===== config.mk =====
export PLATFORM = sky130hd
export DESIGN_NAME = mem_wb_stage_flat
export DESIGN_NICKNAME = d
export VERILOG_FILES = /design/src/rtl/mem_wb_stage_if.sv /design/src/rtl/mem_wb_stage.sv /design/src/flat_wrapper.sv
export SDC_FILE = /design/constraint.sdc
export NUM_CORES = 1
export LEC_CHECK = 0
export ABC_AREA = 1
export CAP_MARGIN = 15
export CORE_ASPECT_RATIO = 2
export CORE_MARGIN = 2
export CORE_UTILIZATION = 25
export CTS_CLUSTER_SIZE = 12
export DETAILED_ROUTE_END_ITERATION = 12
export PLACE_DENSITY = 0.53
export SYNTH_ARGS = -nofsm -noshare
export SYNTH_HDL_FRONTEND = slang
export SYNTH_SLANG_ARGS = --single-unit

===== constraint.sdc =====
create_clock -name clk -period 3.02 [get_ports clk]
set_clock_uncertainty 0.2 [all_clocks]
set_input_delay 0.604 -clock clk [delete_from_list [all_inputs] [get_ports clk]]
set_output_delay 0.604 -clock clk [all_outputs]
set_load 0.01 [all_outputs]

===== src/rtl/mem_wb_stage_if.sv =====
// Data-memory bus between the memory/write-back stage and data memory.
interface mem_wb_stage_if;
  logic        memEn;
  logic        memWrEn;
  logic [0:31] memAddr;
  logic [0:63] dataOut;
  logic [0:63] dataIn;
  logic        mem_ready;

  modport master (
    output memEn, memWrEn, memAddr, dataOut,
    input  dataIn, mem_ready
  );

  modport slave (
    input  memEn, memWrEn, memAddr, dataOut,
    output dataIn, mem_ready
  );
endinterface


===== src/rtl/mem_wb_stage.sv =====
// Memory-access / write-back stage: performs loads and stores over a ready
// handshake, drives the register-file write-back port, stalls upstream
// while an access is outstanding and abandons accesses that never complete.
//
// state    | meaning
// ---------+--------------------------------------------------------------
// IDLE     | accepting ALU-stage results; ALU ops write back next cycle
// MEM_WAIT | load/store outstanding; bus held, waiting for mem_ready
module mem_wb_stage #(
  parameter int ADDR_BITS = 16,
  parameter int TIMEOUT   = 16
) (
  input  logic          clk,
  input  logic          reset,
  input  logic          alu_valid,
  input  logic [0:1]    alu_op,
  input  logic [0:4]    alu_rD,
  input  logic [0:4]    alu_PPPWW,
  input  logic [0:63]   alu_result,
  input  logic [0:63]   store_data,
  input  logic [0:31]   eff_addr,
  mem_wb_stage_if.master mem,
  output logic          wb_en,
  output logic [0:4]    wb_rD,
  output logic [0:4]    wb_PPPWW,
  output logic [0:63]   wb_data,
  output logic          stall,
  output logic          mem_err
);

  localparam int CW = $clog2(TIMEOUT);
  localparam logic [0:31] ADDR_MASK = 32'((64'd1 << ADDR_BITS) - 64'd1);
  localparam logic [CW-1:0] CNT_LAST = CW'(TIMEOUT - 1);

  typedef enum logic {IDLE, MEM_WAIT} state_t;

  state_t        state;
  logic [CW-1:0] wait_cnt;
  logic [0:4]    rd_q;
  logic [0:4]    pppww_q;

  // Stall depends on state only so upstream sees no combinational path.
  assign stall = (state == MEM_WAIT);

  // Stage FSM with registered bus and write-back outputs.
  always_ff @(posedge clk) begin
    if (!reset) begin
      state       <= IDLE;
      wait_cnt    <= '0;
      rd_q        <= '0;
      pppww_q     <= '0;
      mem.memEn   <= 1'b0;
      mem.memWrEn <= 1'b0;
      mem.memAddr <= '0;
      mem.dataOut <= '0;
      wb_en       <= 1'b0;
      wb_rD       <= '0;
      wb_PPPWW    <= '0;
      wb_data     <= '0;
      mem_err     <= 1'b0;
    end else begin
      wb_en <= 1'b0;
      case (state)
        IDLE: begin
          if (alu_valid) begin
            case (alu_op)
              2'b00: begin
                wb_en    <= 1'b1;
                wb_rD    <= alu_rD;
                wb_PPPWW <= alu_PPPWW;
                wb_data  <= alu_result;
              end
              2'b01, 2'b10: begin
                mem.memEn   <= 1'b1;
                mem.memWrEn <= (alu_op == 2'b10);
                mem.memAddr <= eff_addr & ADDR_MASK;
                if (alu_op == 2'b10) mem.dataOut <= store_data;
                rd_q     <= alu_rD;
                pppww_q  <= alu_PPPWW;
                wait_cnt <= '0;
                state    <= MEM_WAIT;
              end
              default: ;
            endcase
          end
        end
        MEM_WAIT: begin
          if (mem.mem_ready) begin
            // Completion has priority over a coinciding timeout.
            mem.memEn   <= 1'b0;
            mem.memWrEn <= 1'b0;
            if (!mem.memWrEn) begin
              wb_en    <= 1'b1;
              wb_rD    <= rd_q;
              wb_PPPWW <= pppww_q;
              wb_data  <= mem.dataIn;
            end
            state <= IDLE;
          end else if (wait_cnt == CNT_LAST) begin
            mem.memEn   <= 1'b0;
            mem.memWrEn <= 1'b0;
            mem_err     <= 1'b1;
            state       <= IDLE;
          end else begin
            wait_cnt <= wait_cnt + CW'(1);
          end
        end
        default: state <= IDLE;
      endcase
    end
  end

endmodule


===== src/flat_wrapper.sv =====
// flat-port wrapper written by rule: the top's interface ports become plain ports
module mem_wb_stage_flat 
#(
  parameter int ADDR_BITS = 16,
  parameter int TIMEOUT   = 16
)
  (clk, reset, alu_valid, alu_op, alu_rD, alu_PPPWW, alu_result, store_data, eff_addr, wb_en, wb_rD, wb_PPPWW, wb_data, stall, mem_err, mem_memEn, mem_memWrEn, mem_memAddr, mem_dataOut, mem_dataIn, mem_mem_ready);
  mem_wb_stage_if mem_i ();
  input  logic clk;
  input  logic reset;
  input  logic alu_valid;
  input  logic [0:1] alu_op;
  input  logic [0:4] alu_rD;
  input  logic [0:4] alu_PPPWW;
  input  logic [0:63] alu_result;
  input  logic [0:63] store_data;
  input  logic [0:31] eff_addr;
  output logic wb_en;
  output logic [0:4] wb_rD;
  output logic [0:4] wb_PPPWW;
  output logic [0:63] wb_data;
  output logic stall;
  output logic mem_err;
  output wire logic [$bits(mem_i.memEn)-1:0] mem_memEn;
  output wire logic [$bits(mem_i.memWrEn)-1:0] mem_memWrEn;
  output wire logic [$bits(mem_i.memAddr)-1:0] mem_memAddr;
  output wire logic [$bits(mem_i.dataOut)-1:0] mem_dataOut;
  input wire logic [$bits(mem_i.dataIn)-1:0] mem_dataIn;
  input wire logic [$bits(mem_i.mem_ready)-1:0] mem_mem_ready;
  assign mem_memEn = mem_i.memEn;
  assign mem_memWrEn = mem_i.memWrEn;
  assign mem_memAddr = mem_i.memAddr;
  assign mem_dataOut = mem_i.dataOut;
  assign mem_i.dataIn = mem_dataIn;
  assign mem_i.mem_ready = mem_mem_ready;
  mem_wb_stage #(.ADDR_BITS(ADDR_BITS), .TIMEOUT(TIMEOUT)) u_core (.clk(clk), .reset(reset), .alu_valid(alu_valid), .alu_op(alu_op), .alu_rD(alu_rD), .alu_PPPWW(alu_PPPWW), .alu_result(alu_result), .store_data(store_data), .eff_addr(eff_addr), .mem(mem_i), .wb_en(wb_en), .wb_rD(wb_rD), .wb_PPPWW(wb_PPPWW), .wb_data(wb_data), .stall(stall), .mem_err(mem_err));
endmodule

# [Yosys cells after proc, flatten, opt, wreduce, memory -nomap -nowiden]
# Index checks and enable logic that the tools add are counted.
[totals] ff_bits=173 input_bits=240 output_inout_bits=175 elab_cells=73
[classes] n_addsub=1 n_eq_ne=11 mux=38 bitwise_logic=2 n_reduce_logical=8
[ops] operator="$mux 64" n=4
[ops] operator="$pmux 64 s2" n=1
[ops] operator="$mux 5" n=8
[ops] operator="$pmux 5 s2" n=2
[ops] operator="$mux 4" n=4
[ops] operator="$mux 1" n=14
[ops] operator="$ne 2x2->1 const B" n=7
[ops] operator="$reduce_and 4->1" n=3
[ops] operator="$reduce_and 3->1" n=3
[ops] operator="$pmux 1 s2" n=4
[ops] operator="$pmux 4 s2" n=1
[ops] operator="$add 4x1->4 const B" n=1
[ops] operator="$eq 4x4->1 const B" n=1
[ops] operator="$ne 3x3->1 const B" n=1
[ops] operator="$eq 2x1->1 const B" n=1
[ops] operator="$eq 2x2->1 const B" n=1
[ops] operator="$logic_not 2->1" n=1
[ops] operator="$not 1->1" n=2
[ops] operator="$reduce_or 2->1" n=1

# [Logic depth before layout (Yosys ltp)]
# Gate-level depths: netlist of the first run.
[logic_depth] word_depth=5 mapped_depth=9 mapped_depth_nobuf=7

# [Least setup slack after synthesis of the first run]
# No wires, ideal clock.
[synth_path] path_type="in2reg" startpoint="input port alu_op[1] (netlist bit)" endpoint="register u_core.rd_q[2] (netlist bit)" setup_ps=119 arrival_time_ps=1475 required_ps=2701 slack_ps=1226 stages=7 path_buffers=1 cell_sequence="inv_1 > ha_1 > nand3_4 > inv_2 > buf_4 > o21ai_0 > a21oi_1"
[synth_via] elab_chain_cells=3 word_cells_on_any_way=4 cone_classes="eq/ne (2); reduce/logical (2)"
[synth_lines] element="start: declaration" line="flat_wrapper.sv:12" rtl="input logic [0:1] alu_op;"
[synth_lines] element="$eq 2x1->1 / $eq 2x2->1 (equally long branches)" line="mem_wb_stage.sv:66" rtl="case (alu_op)"
[synth_lines] element="$reduce_or 2->1 *" line="mem_wb_stage.sv:66"
[synth_lines] element="$reduce_and 3->1 (no line) *"
[synth_lines] element="end signal: assignment" line="mem_wb_stage.sv:78" rtl="rd_q <= alu_rD;"
[synth_lines] element="end: declaration" line="mem_wb_stage.sv:39" rtl="logic [0:4] rd_q;"
# Every way passes the cells marked *; elsewhere a longest branch is shown, timed or not.
# A chain may end at the register's enable or synchronous reset.

# [Final worst setup path of the first run]
[layout_path] startpoint="register u_core.state, in the netlist u_core.stall" endpoint="output port stall"
[layout_rtl] element="start: declaration" line="mem_wb_stage.sv:37" rtl="state_t state;"
[layout_rtl] element="start signal: assignment" line="mem_wb_stage.sv:48" rtl="state <= IDLE;"
[layout_rtl] element="start signal: assignment" line="mem_wb_stage.sv:81" rtl="state <= MEM_WAIT;"
[layout_rtl] element="start signal: assignment" line="mem_wb_stage.sv:98" rtl="state <= IDLE;"
[layout_rtl] element="end: declaration" line="flat_wrapper.sv:22" rtl="output logic stall;"
# No word-level cell between the ends.

==> results of run 1 <==
cell type report:
cell class / instances / area (sq um) / area share
clock buffer: 22 / 464.2 / 0.03940
clock inverter: 9 / 112.6 / 0.009558
inverter: 21 / 78.83 / 0.006691
multi-input combinational: 756 / 3234 / 0.2745
sequential: 173 / 3465 / 0.2941
tap: 356 / 445.4 / 0.03781
timing repair buffer: 396 / 3981 / 0.3379
cells in the mapped netlist (all sizes together), types with 2 or more instances:
master,count
o21ai,109
inv,21
nand2,283
a21oi,78
clkbuf,23
nand3,72
a211oi,2
ha,3
nor2,189
dfxtp,173
buf,69
state kept, by name, summed over array words and instances, names as in the netlist:
register,flops
u_core.pppww_q,5
u_core.stall,1
u_core.wb_PPPWW,5
u_core.rd_q,5
u_core.mem_err,1
u_core.wb_data,64
u_core.mem.memEn,1
u_core.mem.memWrEn,1
u_core.wait_cnt,4
u_core.mem.memAddr,16
u_core.mem.dataOut,64
u_core.wb_rD,5
u_core.wb_en,1
metal layers:
metal,vias to the layer above,global-route usage,share of wire
li1,3924,-,-
met1,3382,0.1706,0.35
met2,279,0.3350,0.55
met3,45,0.04571,0.068
met4,0,0.07799,0.032
met5,-,0,0
worst paths after layout:
path,startpoint,to,slack (ps)
worst min register to register,u_core.mem.dataOut[59]$_SDFFE_PN0P_,u_core.mem.dataOut[59]$_SDFFE_PN0P_,260
worst max-delay path,u_core.stall$_SDFF_PN0_,stall,800
worst min-delay path,u_core.mem.dataOut[59]$_SDFFE_PN0P_,u_core.mem.dataOut[59]$_SDFFE_PN0P_,260
worst max register to register,u_core.stall$_SDFF_PN0_,u_core.wait_cnt[1]$_SDFFE_PN0P_,1020
power breakdown:
group / internal (mW) / switching (mW) / total, mW
clock network: 1.26 / 0.946 / 2.21
logic: 0.621 / 0.551 / 1.17
registers: 2.43 / 0.0728 / 2.50
total: 4.31 / 1.57 / 5.88
cell families (layout without fill, tap and decap cells):
| kind of cell | after synthesis | count (layout) | share of synthesized area |
|---|---|---|---|
| and+or+nand+nor | 547 | 547 | 0.3007 |
| DFF | 173 | 173 | 0.4808 |
| other | 1 | 16 | 0.0005206 |
| adders and majority gates | 3 | 3 | 0.005212 |
| buffers and inverters | 113 | 448 | 0.07973 |
| AOI/OAI and AO/OA | 190 | 190 | 0.1331 |
==> flow_summary_export.csv, run 1 <==
group,metric,value,unit
outcome,status,"complete, no violations",
power_and_ir_drop,leakage,4.771,nW
cells_and_area,mostFrequentLayoutCell,"clkdlybuf4s50_1",
worst_setup_path,crit_path_end_kind,"output pin",
placed_design,dp_hpwl,19.27,mm
sta,slew_violations,0,
sta,finalCritPeriodShare,0.7347,
floorplanning,start_util,0.2545,
synthesis,synth_edf_count,0,
sta,rsz0062_at_grt,"no",
synthesis,synth_top_cell_by_area,"dfxtp_1",
sta,tns,0,ps
drt,route.detailed.drc,0,
drt,postRouteAntennaNets,0,
sta,setup_violations,0,
drt,drtIter0Drc,218,
synthesis,synth_ff_type,"dfxtp_1",
clocking,post-cts-setup-buffers,0,
worst_hold_path,hold_path_depth,2,
placed_design,port_buffers,382,
cells_and_area,fin_nets,1608,
power_and_ir_drop,p_per_area,499.4,nW/um^2
worst_setup_path,slowest_delay,580,ps
clocking,ctsResizeCount,0,
grt,grt_pass1_vias,7291,
clocking,cts_sinks,173,
worst_setup_path,crit_buf_inv,1,
worst_setup_path,required,2220,ps
synthesis,syn-instance-count,1027,
drt,totalWireLength,27.11,mm
sta,setup_ws,801.3,ps
worst_setup_path,critPathLaunchType,"flip-flop",
synthesis,ys.warnings.count,0,
power_and_ir_drop,ir_drop,0.3501,mV
synthesis,synth_cell_types,22,
sta,worst_pin_slew,893.7,ps
floorplanning,num_rows,87,
run,maxCapViolCount,0,
sta,clock.fmax,450.7,MHz
worst_hold_path,hp-class,"reg -> reg",
placed_design,place.gp.congestion,0.7828,
clocking,worstSkewPairLatency,430,ps
worst_setup_path,crit_chain,"clkdlybuf4s50_1",
synthesis,synth_seq_cells,173,
cells_and_area,final_cell_mix,"clkdlybuf4s50_1 (380), nand2_1 (280), nor2_1 (188), dfxtp_1 (172), o21ai_0 (84)",
synthesis,synthesis.area,7203,sq um
synthesis,ys_top_cells_by_area,"dfxtp_1 (48%), nand2_1 (15%), nor2_1 (9.8%)",
cells_and_area,fillCellCount,2961,
worst_setup_path,worstRegToRegCells,7,
cells_and_area,n_antenna_cell,0,
drt,firstDrtPassIters,6,
placed_design,dp_slack,374.8,ps
clocking,cts_root_buf,"clkbuf_16",
grt,grt_max_degree,83,
clocking,numCtsBuffers,17,
sta,hold_violations,0,
worst_setup_path,arrival,1410,ps
grt,antenna_found_initial,0,
synthesis,ys_async_sr_fraction,0,
floorplanning,ios,415,
worst_setup_path,crit_type,"reg -> out",
placed_design,place_area,11200,sq um
drt,via_per_inst,4.403,
floorplanning,core_area,28300,sq um
drt,routedWlPerCell,15.64,microns
floorplanning,dieArea,30270,sq um
sta,whs,259.9,ps
placed_design,dp.cells,1702,
clocking,htree_num_levels,4,
cells_and_area,area_growth,63.56,%
grt,grt_usage,0.1755,
cells_and_area,fin_area,11780,sq um
cells_and_area,final_layout_size_suffix_gt1_frac,0.03922,
synthesis,synth_top_area_share,0.4808,
clocking,cts_tree,"yes",
worst_setup_path,critPathTopFamily,"buffers and inverters",
sta,slew_headroom,0.4042,
floorplanning,dieWidth,124.0,microns
clocking,clk_path_buf_depth,2,
synthesis,avgSynthCellArea,7.014,sq um
grt,grt_pass1_wl,40.18,mm
worst_setup_path,cp_max_fo,5,
floorplanning,die_y,244.1,microns
cells_and_area,utilization,0.4163,
synthesis,ys_seq_area_frac,0.4808,
power_and_ir_drop,power,5.883,mW
drt,vias,7630,
cells_and_area,final_cells,1733,
worst_setup_path,cp.depth,1,
sta,fin_crit,2219,ps
grt,gr-total-overflow,0,
clocking,cts_hold_buf,0,
worst_setup_path,crit_path_top_delay_cell,"clkdlybuf4s50_1",
clocking,clkTransAtPathRegs,60,ps
Power figures use the tool's default switching activity.
==> run 2, diff against run 1 <==
--- a/config.mk
+++ b/config.mk
@@ -12,7 +12,7 @@
 export CORE_UTILIZATION = 25
 export CTS_CLUSTER_SIZE = 12
 export DETAILED_ROUTE_END_ITERATION = 12
-export PLACE_DENSITY = 0.53
+export PLACE_DENSITY = 0.55
 export SYNTH_ARGS = -nofsm -noshare
 export SYNTH_HDL_FRONTEND = slang
 export SYNTH_SLANG_ARGS = --single-unit
==> constraint.sdc (replaced) <==
create_clock -name clk -period 2 [get_ports clk]
set_clock_uncertainty 0.2 [all_clocks]
set_input_delay 0.4 -clock clk [delete_from_list [all_inputs] [get_ports clk]]
set_output_delay 0.4 -clock clk [all_outputs]
set_load 0.01 [all_outputs]
==> run 2 against run 1 <==
Against the previous run: critical endpoint is now wb_data[50]; final area is 2.6% higher; register-to-register slack worse by 720 ps; largest cell class unchanged; cell count grew 1.4%; power up 47%.
==> flow_summary_export.csv, run 2 (same netlist as run 1, synthesis figures left out) <==
group,metric,value,unit
drt,drtIter0Drc,213,
drt,via_per_inst,4.419,
grt,antenna_found_initial,5,
floorplanning,dieWidth,124.0,microns
placed_design,place_area,11520,sq um
power_and_ir_drop,leakage,5.297,nW
run,maxCapViolCount,0,
worst_setup_path,reg2reg_from,"u_core.stall$_SDFF_PN0_",
cells_and_area,reg_top3,"u_core.mem.dataOut x64, u_core.wb_data x64, u_core.mem.memAddr x16",
worst_setup_path,slowest_delay,590,ps
grt,grt_use_met3,0.05574,
cells_and_area,fin_area,12080,sq um
worst_setup_path,startpoint,"u_core.wb_data[50]$_SDFFE_PN0P_",
worst_setup_path,crit_type,"reg -> out",
placed_design,dp_hpwl,20.36,mm
cells_and_area,mostFrequentLayoutCell,"clkdlybuf4s50_1",
worst_hold_path,holdCritStartpoint,"reset",
sta,hold_violations,0,
sta,tns,0,ps
worst_hold_path,hold_path_depth,3,
worst_setup_path,critPathTopFamily,"buffers and inverters",
worst_hold_path,hp-class,"in -> reg",
worst_setup_path,required,1400,ps
sta,setup_violations,0,
cells_and_area,final_layout_size_suffix_gt1_frac,0.05432,
worst_setup_path,crit_chain,"clkdlybuf4s50_1",
drt,routedWlPerCell,15.60,microns
worst_setup_path,crit_path_end_kind,"output pin",
floorplanning,dieArea,30270,sq um
grt,use_met1,0.1653,
floorplanning,die_y,244.1,microns
grt,grt_max_degree,68,
drt,totalWireLength,27.41,mm
clocking,worstSkewPairLatency,430,ps
power_and_ir_drop,ir_drop,0.5941,mV
worst_setup_path,crit_path_top_delay_cell,"clkdlybuf4s50_1",
placed_design,port_buffers,382,
power_and_ir_drop,p_per_area,716.9,nW/um^2
floorplanning,core_area,28300,sq um
clocking,numCtsBuffers,17,
grt,grt_pass1_vias,7306,
worst_setup_path,reg2reg_slack,300,ps
drt,route.detailed.drc,0,
sta,slew_violations,0,
sta,clock.fmax,512.6,MHz
sta,whs,129.8,ps
clocking,clkTransAtPathRegs,70,ps
worst_setup_path,critPathLaunchType,"flip-flop",
drt,postRouteAntennaNets,0,
placed_design,place.gp.congestion,0.7987,
clocking,htree_num_levels,4,
outcome,status,"complete, no violations",
worst_setup_path,cp.depth,1,
grt,grt_use_met2,0.3366,
worst_setup_path,cp_max_fo,2,
cells_and_area,fin_nets,1630,
worst_setup_path,worstRegToRegCells,7,
worst_setup_path,arrival,1350,ps
floorplanning,start_util,0.2545,
clocking,post-cts-setup-buffers,0,
sta,rsz0062_at_grt,"no",
drt,vias,7764,
cells_and_area,area_growth,67.74,%
sta,fin_crit,1951,ps
clocking,cts_tree,"yes",
clocking,cts_root_buf,"clkbuf_16",
grt,grt.busiest_layer,"met2",
drt,firstDrtPassIters,4,
grt,gr-total-overflow,0,
clocking,clk_path_buf_depth,2,
sta,finalCritPeriodShare,0.9754,
cells_and_area,final_cell_mix,"clkdlybuf4s50_1 (349), nand2_1 (280), nor2_1 (188), dfxtp_1 (172), o21ai_0 (84)",
grt,grt_pass1_wl,40.09,mm
grt,grt_usage,0.1763,
floorplanning,num_rows,87,
floorplanning,ios,415,
worst_setup_path,crit_buf_inv,1,
clocking,cts_sinks,173,
## run 2: worst register-to-register path: stages, from the launching register on
cell and delay (ps):
dfxtp_2 380, inv_2 110, buf_12 230, nand3_4 200, inv_2 140, buf_12 160, o21ai_0 90, a21oi_1 120
## run 2: path summary, 6_finish.rpt
kind | end
min | u_core.mem.memAddr[21]$_SDFFE_PN0P_
max reg2reg | u_core.rd_q[3]$_SDFFE_PN0P_
min reg2reg | u_core.mem.dataOut[54]$_SDFFE_PN0P_
max | wb_data[50]
## run 2: per-layer routing
| metal | part of all wire | wire length [microns] |
|---|---|---|
| met5 | 0.00073 | 20 |
| met4 | 0.033 | 910 |
| met3 | 0.068 | 1877 |
| met2 | 0.55 | 14970 |
| met1 | 0.35 | 9635 |
## run 2: repair_timing
action | CTS | global route
hold buffers | 0 | 0
setup endpoints to repair | 10 | 21
gates cloned | 0 | 0
resized for setup | 10 | 21
hold endpoints to repair | 0 | 0
## run 2: power breakdown
group	leakage, nW	internal (mW)	total, mW	switching [mW]
logic	3.64	0.997	1.84	0.844
registers	1.42	3.67	3.78	0.113
clock network	0.246	1.61	3.04	1.42
total	5.30	6.28	8.66	2.38
## run 2: layout make-up
type                            instances  area [sq um]
Fill cell                            2906         16220
Timing Repair Buffer                  418          4337
Sequential cell                       173          3465
Multi-Input combinational cell        756          3234
Clock buffer                           21         450.4
Tap cell                              356         445.4
Inverter                               21         78.83
Clock inverter                         10         67.56
Antenna cell                            2         5.005
## run 2: metrics by stage
step                utilization  power [mW]  setup slack, ps  cells
finish                   0.4269       8.662            49.27   1757
global route             0.4268       9.129           0.4152   1756
floorplan                     -       4.607            409.6   1042
global placement         0.4070       5.735           -259.4   1724
detailed placement       0.4070       5.744           -283.6   1724
CTS                      0.4249       8.852           0.4957   1755
